`src/rtl/crack_pkg.sv`:
```
// Shared types and defaults for the ARC4 key-space scheduler.
package crack_pkg;

  typedef enum logic [1:0] {
    IDLE     = 2'd0,
    DISPATCH = 2'd1,
    DRAIN    = 2'd2
  } sched_state_t;

  localparam int CRACK_KEY_W = 24;

endpackage

```
`src/rtl/crack_sched_lowest_set.sv`:
```
// Find-first-set: index of the lowest set bit of vec, plus an any-set flag.
module lowest_set #(
  parameter int N  = 2,
  parameter int IW = (N > 1) ? $clog2(N) : 1
) (
  input  logic [N-1:0]  vec,
  output logic [IW-1:0] idx,
  output logic          any
);

  // Scan from the top down so the lowest set bit is the last one written.
  always_comb begin
    idx = '0;
    any = 1'b0;
    for (int i = N - 1; i >= 0; i--) begin
      if (vec[i]) begin
        idx = IW'(i);
        any = 1'b1;
      end
    end
  end

endmodule

```
`src/rtl/crack_sched.sv`:
```
// Key-space scheduler: hands ascending candidate keys to NCORES crack cores
// and keeps the smallest key any core reports as found.
module crack_sched
  import crack_pkg::*;
#(
  parameter int NCORES = 2,
  parameter int KEY_W  = CRACK_KEY_W
) (
  input  logic                    clk,
  input  logic                    rst_n,
  input  logic                    en,
  output logic                    rdy,
  output logic [NCORES-1:0]       core_en,
  output logic [NCORES*KEY_W-1:0] core_key,
  input  logic [NCORES-1:0]       core_rdy,
  input  logic [NCORES-1:0]       core_found,
  output logic [KEY_W-1:0]        key,
  output logic                    key_valid,
  output logic                    done,
  output logic [KEY_W:0]          keys_tried
);

  localparam int IW = (NCORES > 1) ? $clog2(NCORES) : 1;
  localparam logic [KEY_W:0] KT_MAX = {1'b1, {KEY_W{1'b0}}};

  sched_state_t              state_q, state_d;
  logic [KEY_W-1:0]          next_key_q, next_key_d;
  logic [NCORES-1:0]         busy_q, busy_d;
  logic [NCORES-1:0]         core_en_q, core_en_d;
  logic [NCORES-1:0]         en_dly_q;
  logic [NCORES*KEY_W-1:0]   core_key_q, core_key_d;
  logic [KEY_W-1:0]          key_q, key_d;
  logic                      found_q, found_d;
  logic                      key_valid_q, key_valid_d;
  logic                      done_q, done_d;
  logic [KEY_W:0]            kt_q, kt_d;

  logic [NCORES-1:0]         comp;
  logic [NCORES-1:0]         free;
  logic [IW-1:0]             pick_idx;
  logic                      pick_any;
  logic                      hit;
  logic [KEY_W-1:0]          hit_key;

  // A core is done when it is busy and ready again. The rdy seen while the
  // en pulse is out, and in the cycle right after it, is still the pre-start
  // value and must not count as a completion.
  assign comp = busy_q & core_rdy & ~core_en_q & ~en_dly_q;
  assign free = ~busy_q & core_rdy;

  lowest_set #(.N(NCORES), .IW(IW)) u_pick (
    .vec (free),
    .idx (pick_idx),
    .any (pick_any)
  );

  // Smallest found key among this cycle's completions; strict < keeps the
  // lowest index on equal keys.
  always_comb begin
    hit     = 1'b0;
    hit_key = '0;
    for (int i = 0; i < NCORES; i++) begin
      if (comp[i] && core_found[i] &&
          (!hit || core_key_q[i*KEY_W +: KEY_W] < hit_key)) begin
        hit     = 1'b1;
        hit_key = core_key_q[i*KEY_W +: KEY_W];
      end
    end
  end

  // Next-state: result merge, FSM, single dispatch per cycle.
  always_comb begin
    state_d     = state_q;
    next_key_d  = next_key_q;
    busy_d      = busy_q & ~comp;
    core_en_d   = '0;
    core_key_d  = core_key_q;
    key_d       = key_q;
    found_d     = found_q;
    key_valid_d = key_valid_q;
    done_d      = done_q;
    kt_d        = kt_q;

    if (hit && (!found_q || hit_key < key_q)) begin
      key_d   = hit_key;
      found_d = 1'b1;
    end

    case (state_q)
      IDLE: begin
        if (en) begin
          done_d      = 1'b0;
          key_valid_d = 1'b0;
          kt_d        = '0;
          found_d     = 1'b0;
          next_key_d  = '0;
          state_d     = DISPATCH;
        end
      end
      DISPATCH: begin
        if (hit || found_q) begin
          // Anything above a found key is pointless; let in-flight
          // smaller keys finish.
          state_d = DRAIN;
        end else if (pick_any) begin
          core_en_d[pick_idx]                  = 1'b1;
          core_key_d[pick_idx*KEY_W +: KEY_W]  = next_key_q;
          busy_d[pick_idx]                     = 1'b1;
          next_key_d                           = next_key_q + 1'b1;
          if (kt_q != KT_MAX) kt_d = kt_q + 1'b1;
          // Last key of the space issued: stop before next_key wraps to 0.
          if (next_key_q == '1) state_d = DRAIN;
        end
      end
      DRAIN: begin
        if (busy_q == '0) begin
          done_d      = 1'b1;
          key_valid_d = found_q;
          state_d     = IDLE;
        end
      end
      default: state_d = IDLE;
    endcase
  end

  // State registers.
  always_ff @(posedge clk or negedge rst_n) begin
    if (!rst_n) begin
      state_q     <= IDLE;
      next_key_q  <= '0;
      busy_q      <= '0;
      core_en_q   <= '0;
      en_dly_q    <= '0;
      core_key_q  <= '0;
      key_q       <= '0;
      found_q     <= 1'b0;
      key_valid_q <= 1'b0;
      done_q      <= 1'b0;
      kt_q        <= '0;
    end else begin
      state_q     <= state_d;
      next_key_q  <= next_key_d;
      busy_q      <= busy_d;
      core_en_q   <= core_en_d;
      en_dly_q    <= core_en_q;
      core_key_q  <= core_key_d;
      key_q       <= key_d;
      found_q     <= found_d;
      key_valid_q <= key_valid_d;
      done_q      <= done_d;
      kt_q        <= kt_d;
    end
  end

  assign rdy        = (state_q == IDLE);
  assign core_en    = core_en_q;
  assign core_key   = core_key_q;
  assign key        = key_q;
  assign key_valid  = key_valid_q;
  assign done       = done_q;
  assign keys_tried = kt_q;

endmodule

```
`config.mk`:
```
export PLATFORM = sky130hd
export DESIGN_NAME = crack_sched
export DESIGN_NICKNAME = d
export VERILOG_FILES = /design/src/rtl/crack_pkg.sv /design/src/rtl/crack_sched_lowest_set.sv /design/src/rtl/crack_sched.sv
export SDC_FILE = /design/constraint.sdc
export NUM_CORES = 1
export LEC_CHECK = 0
export CELL_PAD_IN_SITES_DETAIL_PLACEMENT = 0
export CELL_PAD_IN_SITES_GLOBAL_PLACEMENT = 1
export CORE_AREA = 5 5 136 138
export DETAILED_ROUTE_END_ITERATION = 6
export DIE_AREA = 0 0 141 143
export PLACE_DENSITY_LB_ADDON = 0.1
export SLEW_MARGIN = 20
export SYNTH_ARGS = -nofsm -noshare
export SYNTH_HDL_FRONTEND = slang
export SYNTH_SLANG_ARGS = --single-unit
```
`constraint.sdc`:
```
create_clock -name clk -period 6 [get_ports clk]
set_clock_uncertainty 0.1 [all_clocks]
set_input_delay 1.5 -clock clk [delete_from_list [all_inputs] [get_ports clk]]
set_output_delay 1.5 -clock clk [all_outputs]
set_load 0.01 [all_outputs]
```
Yosys cells after proc, flatten, opt, wreduce, memory -nomap -nowiden
Cells that the tools add are included.
Operators by class
  $add $sub $neg: 3
  $mul: 1
  divide/modulo/power cells: 0
  magnitude comparators: 4
  eq/ne operators: 11
  shift-type cells: 2
  mux-type cells: 39
  bitwise logic cells: 11
  reductions and logical operators: 19
Operator list (number)
  $mux 24: 5
  $mux 25: 4
  $pmux 25 s2: 1
  $bwmux 48: 1
  $lt 24x24->1: 2
  $pmux 24 s2: 1
  $shift 24x34->48 const A: 1
  $shiftx 24x34->48: 1
  $neg 6->34: 1
  $add 25x1->25 const B: 1
  $ne 25x25->1 const B: 1
  $add 24x1->24 const B: 1
  $eq 24x24->1 const B: 1
  $mux 2: 11
  $mux 1: 12
  $and 2x2->2: 5
  $ne 2x2->1 const B: 5
  $not 2->2: 4
  $reduce_and 4->1: 2
  $ne 3x3->1 const B: 2
  $pmux 2 s3: 1
  $reduce_and 3->1: 2
  $logic_and 1x1->1: 5
  $reduce_and 5->1: 1
  13 further kinds: 19
Word-level totals
  register bits after elaboration: 132
  latch bits: 0
  memory bits (writable): 0
  ROM bits: 0
  output and inout bits: 102
  logic and storage cells: 101
  memories: 0

Logic depth before layout (Yosys ltp)
  word-level depth: 15
  depth in mapped cells: 24
  gate-level depth less buffers: 20

Modules after synthesis
Synthesis repeated with hierarchy kept, for this count alone.
Second synthesis, totals
  cell total of the unflattened synthesis: 685
  area, all modules: 7333.3 um^2
Modules (own cells, without submodules)
  crack_sched: times used 1, cells an instance 683, area each 7320.8 um^2, seq. area each 3303.2 um^2
  lowest_set: times used 1, cells an instance 2, area each 12.5 um^2, seq. area each 0.0 um^2

Worst setup path before layout
Ideal clock, no wire load.
  path kind: input port to flip-flop
  from: in core_rdy[0]
  to: reg key_q[10] (netlist: key[10])
  library setup time: 125 ps
  arrival time: 6218 ps
  required time: 5775 ps
  path slack: -442 ps
  stages: 22
  path buffers: 4
  cell sequence: nor4bb_1 > and2_4 > buf_4 > clkbuf_1 > nand2_1 > ha_1 > a21oi_1 > o21ai_0 > a211oi_1 > a31oi_1 > a21oi_1 > clkbuf_1 > nand2_1 > o21ai_0 > ha_1 > a21o_1 > a211o_1 > a211oi_1 > o21ai_0 > o22ai_2 > buf_2 > mux2_2
Between the ends
  cells in the longest elaborated chain, start to end: 12
RTL lines
  from (decl): RTL line crack_sched.sv:15  | input logic [NCORES-1:0] core_rdy,
  $and 2x2->2 (*) (3 in series): RTL line crack_sched.sv:48  | assign comp = busy_q & core_rdy & ~core_en_q & ~en_dly_q;
  $logic_and 1x1->1 (*): RTL line crack_sched.sv:63  | if (comp[i] && core_found[i] &&
  $mux 24 / $mux 1 (equally long branches): RTL line crack_sched.sv:63
  $lt 24x24->1 / $logic_not 1->1 (equally long branches): RTL line crack_sched.sv:64  | (!hit || core_key_q[i*KEY_W +: KEY_W] < hit_key)) begin
  $logic_or 1x1->1: RTL line crack_sched.sv:64
  $logic_and 1x1->1: RTL line crack_sched.sv:63
  $mux 24 (*): RTL line crack_sched.sv:63
  net hit_key[22]: RTL line crack_sched.sv:43  | logic [KEY_W-1:0] hit_key;
  $lt 24x24->1 (*): RTL line crack_sched.sv:84  | if (hit && (!found_q || hit_key < key_q)) begin
  $logic_or 1x1->1 (*): RTL line crack_sched.sv:84
  $logic_and 1x1->1 (*): RTL line crack_sched.sv:84
  to (signal assigned): RTL line crack_sched.sv:147  | key_q <= key_d;
  to (decl): RTL line crack_sched.sv:32  | logic [KEY_W-1:0] key_q, key_d;
Mark *: on every way through the listed nets, which the timed path passes. The rest lies on a longest branch.
A chain may end at the register's enable or synchronous reset.

Worst setup path in the final report
  from: in core_rdy[0]
  to: reg key_q[12] (netlist: key[12])
The elaborated chain is that of the path after synthesis.

==> impl_metrics.env <==
export IMPL_hold_path_class="register to register"
export IMPL_cpMaxStageDelayCell="a211oi_2"
export IMPL_grt_pass1_wl_mm=32.1
export IMPL_period_share=0.943
export IMPL_io_pins=109
export IMPL_startpoint_type="input port"
export IMPL_vdd_drop_max_mv=0.207
export IMPL_route_met2_wl_mm=9.70
export IMPL_final_cell_mix="dfrtp_1 (132), clkdlybuf4s50_1 (105), nand2_1 (100), mux2_2 (67), buf_4 (59)"
export IMPL_worst_slack_ns=0.345
export IMPL_met3WireLength_um=718
export IMPL_startpoint="core_rdy[0]"
export IMPL_synthCells=701
export IMPL_n_fill_cell=1443
export IMPL_cts_tree="done"
export IMPL_ant_nets=0
export IMPL_avgSynthCellArea_um2=10.0
export IMPL_worstReg2RegStart="busy_q[0]"
export IMPL_num_vias=5851
export IMPL_clk_path_buf_depth=2
export IMPL_place_gp_congestion=0.873
export IMPL_multiInputGateArea_mm2=0.00377
export IMPL_slew_headroom=0.259
export IMPL_rows=48
export IMPL_final_cell_count_no_fill=1116
export IMPL_seq_area_mm2=0.00330
export IMPL_synthToLayoutAreaGrowth_pct=40.5
export IMPL_cts_root_buf="clkbuf_16"
export IMPL_antenna_found_initial=0
export IMPL_ys_ff_latch=132
export IMPL_die_x_um=141
export IMPL_fp_dieArea_mm2=0.0202
export IMPL_critical_path_max_stage_delay_ns=0.37
export IMPL_clkLatencyLatePin_ns=0.42
export IMPL_status="complete, no violations"
export IMPL_dr_pass1_iters=4
export IMPL_drtIter0Drc=246
export IMPL_viasPerCell=5.24
export IMPL_final_core_util=0.579
export IMPL_critPathKind="input port to register"
export IMPL_numCtsBuffers=17
export IMPL_highest_layer="met4"
export IMPL_core_area_mm2=0.0171
export IMPL_grt_pass1_vias=6041
export IMPL_clock_sinks=132
export IMPL_crit_fanout=11
export IMPL_grt_max_degree=51
export IMPL_pre_cts_slack_ns=-0.838
export IMPL_io_buffers=108
export IMPL_hold_start="core_en[1]"
export IMPL_wl_met1_mm=8.78
export IMPL_wl_mm=19.8
export IMPL_finalCriticalPeriod_ns=5.66
export IMPL_hold_viol=0
export IMPL_drive_gt1_frac=0.247
export IMPL_end_kind="register"
export IMPL_ys_warn_count=0
export IMPL_clk_pin_slew_ns=0.06
export IMPL_layout_nets=934
export IMPL_synth_seq_area_share=0.470
export IMPL_die_y_um=143
export IMPL_synth_distinct_cells=45
export IMPL_start_util=0.412
export IMPL_antenna_cells=0
export IMPL_layout_commonest_cell="dfrtp_1"
export IMPL_report_final_slew_viol_count=0
export IMPL_path_buf_inv=7
export IMPL_fmax_mhz=177
export IMPL_path_delay_family="simple AND/OR/NAND/NOR gates"
export IMPL_arrival_ns=5.85
export IMPL_critPathRequiredTime_ns=6.20
export IMPL_grtUsageTotal=0.201
export IMPL_rsz0062_at_grt="false"
export IMPL_finalSetupViolCount=0
export IMPL_grt_ovfl_total=0
export IMPL_routedWlPerCell_um=17.7
export IMPL_crit_top_cell="buf_12"
export IMPL_worst_slew_pin_slew_ns=1.11
export IMPL_syn_nets=757
export IMPL_dp_cells=1062
export IMPL_dp_hpwl_mm=14.2
export IMPL_syn_cell_area_mm2=0.00703
export IMPL_post_route_drc_count=0
export IMPL_maxCapViolCount=0
export IMPL_htreeDepth=4
export IMPL_p_leak_nw=4.48
export IMPL_p_per_area_mw_per_mm2=288
[repair_timing]
item,4_1_cts,5_1_grt
buffers inserted,16,1
cloned,5,0
endpoints found under the setup margin,24,24
pin swaps,23,21
hold buffers,0,0
gates resized for setup,53,25
[stage by stage]
stage          hold WS, ns  TNS (ns)  total power, mW  instance area, um2
2_1_floorplan        0.336    -0.202             1.40                7060
3_3_place_gp         0.286    -16.99             1.66                8730
3_5_place_dp         0.295    -19.63             1.68                8730
4_1_cts              0.309         0             2.87                9780
5_1_grt              0.321         0             2.99                9880
6_report             0.308         0             2.85                9880
[worst reg2reg max path: stages (launching register included)]
cell,delay (ns)
dfrtp_1,0.49
nor4bb_4,0.36
and2_4,0.23
buf_12,0.11
buf_12,0.12
nand2_2,0.09
ha_4,0.29
nand4_1,0.20
a211oi_2,0.37
a211oi_4,0.08
a31oi_4,0.18
a21oi_4,0.11
buf_12,0.15
buf_4,0.14
nand2_1,0.08
o21ai_2,0.07
ha_1,0.30
and3_4,0.18
nand4_1,0.13
nor3_2,0.22
o2111ai_1,0.14
a31oi_1,0.19
o22ai_2,0.13
buf_6,0.15
buf_12,0.14
mux2_2,0.27
[path summary, 6_finish.rpt]
check | endpoint | slack, ns | depth (start not counted)
worst max register to register | key[12] | 0.88 | 25
worst max-delay path | key[12] | 0.34 | 26
worst min register to register | en_dly_q[1] | 0.31 | 0
min in group asynchronous | key[17] | 1.00 | 1
max in group asynchronous | next_key_q[9] | 3.78 | 2
worst min-delay path | en_dly_q[1] | 0.31 | 0
[cell type report]
cell class,instances,share of cell area
multi-input cells,513,0.381
clock inverters,15,0.0175
inverters,34,0.0129
flip-flops and latches,132,0.334
well taps,225,0.0285
repair buffers,180,0.182
clock buffers,17,0.0431
[layer usage]
layer	vias to the layer above	GRT usage
li1	2831	-
met1	2852	0.253
met2	132	0.341
met3	36	0.0425
met4	0	0.0785
met5	-	0
[synthesized netlist by cell type (all sizes together)]
cell | instances | share of area
nand4 | 23 | 0.020
ha | 49 | 0.087
o21a | 2 | 0.0021
nand3 | 19 | 0.014
nor3 | 10 | 0.0071
buf | 6 | 0.0053
xnor2 | 9 | 0.011
nor3b | 2 | 0.0021
nor2 | 50 | 0.027
and2 | 2 | 0.0021
nor2b | 7 | 0.0062
o32ai | 1 | 0.0012
a21oi | 27 | 0.019
o21ai | 55 | 0.039
o211ai | 3 | 0.0032
a22o | 1 | 0.0012
dfrtp | 132 | 0.47
xor2 | 25 | 0.031
nor4 | 9 | 0.0098
o21ba | 1 | 0.0014
a211o | 1 | 0.0012
or4 | 1 | 0.0016
or3 | 12 | 0.011
and4 | 2 | 0.0025
a21o | 2 | 0.0021
a31oi | 4 | 0.0036
clkbuf | 16 | 0.0085
o41ai | 1 | 0.0039
o2111ai | 1 | 0.0012
a211oi | 5 | 0.0053
o22ai | 3 | 0.0036
and3 | 8 | 0.0071
inv | 34 | 0.018
nand2 | 105 | 0.056
nor4bb | 2 | 0.0028
or2 | 1 | 0.00089
mux2 | 67 | 0.11
nand2b | 3 | 0.0027
[where the power goes]
group          switching, mW  internal (mW)
registers             0.0984          0.954
logic                  0.369          0.373
clock network          0.431          0.622
[flip-flops by register name, summed over array words and instances, names as in the netlist]
register / flops
busy_q: 2
core_en: 2
core_key: 48
done: 1
en_dly_q: 2
found_q: 1
key: 24
key_valid: 1
keys_tried: 25
next_key_q: 24
state_q: 2
[cell families (layout without fill, tap and decap cells)]
kind of cell	after synthesis	count (layout)	share of synthesized area
AOI/OAI and AO/OA	107	107	0.0886
xor gates and xnor gates	34	34	0.0423
adders and majority gates	49	49	0.0872
buffers and inverters	56	246	0.0320
DFF	132	132	0.470
muxes	67	67	0.107
and+or+nand+nor	256	256	0.173
Power figures use the tool's default switching activity.
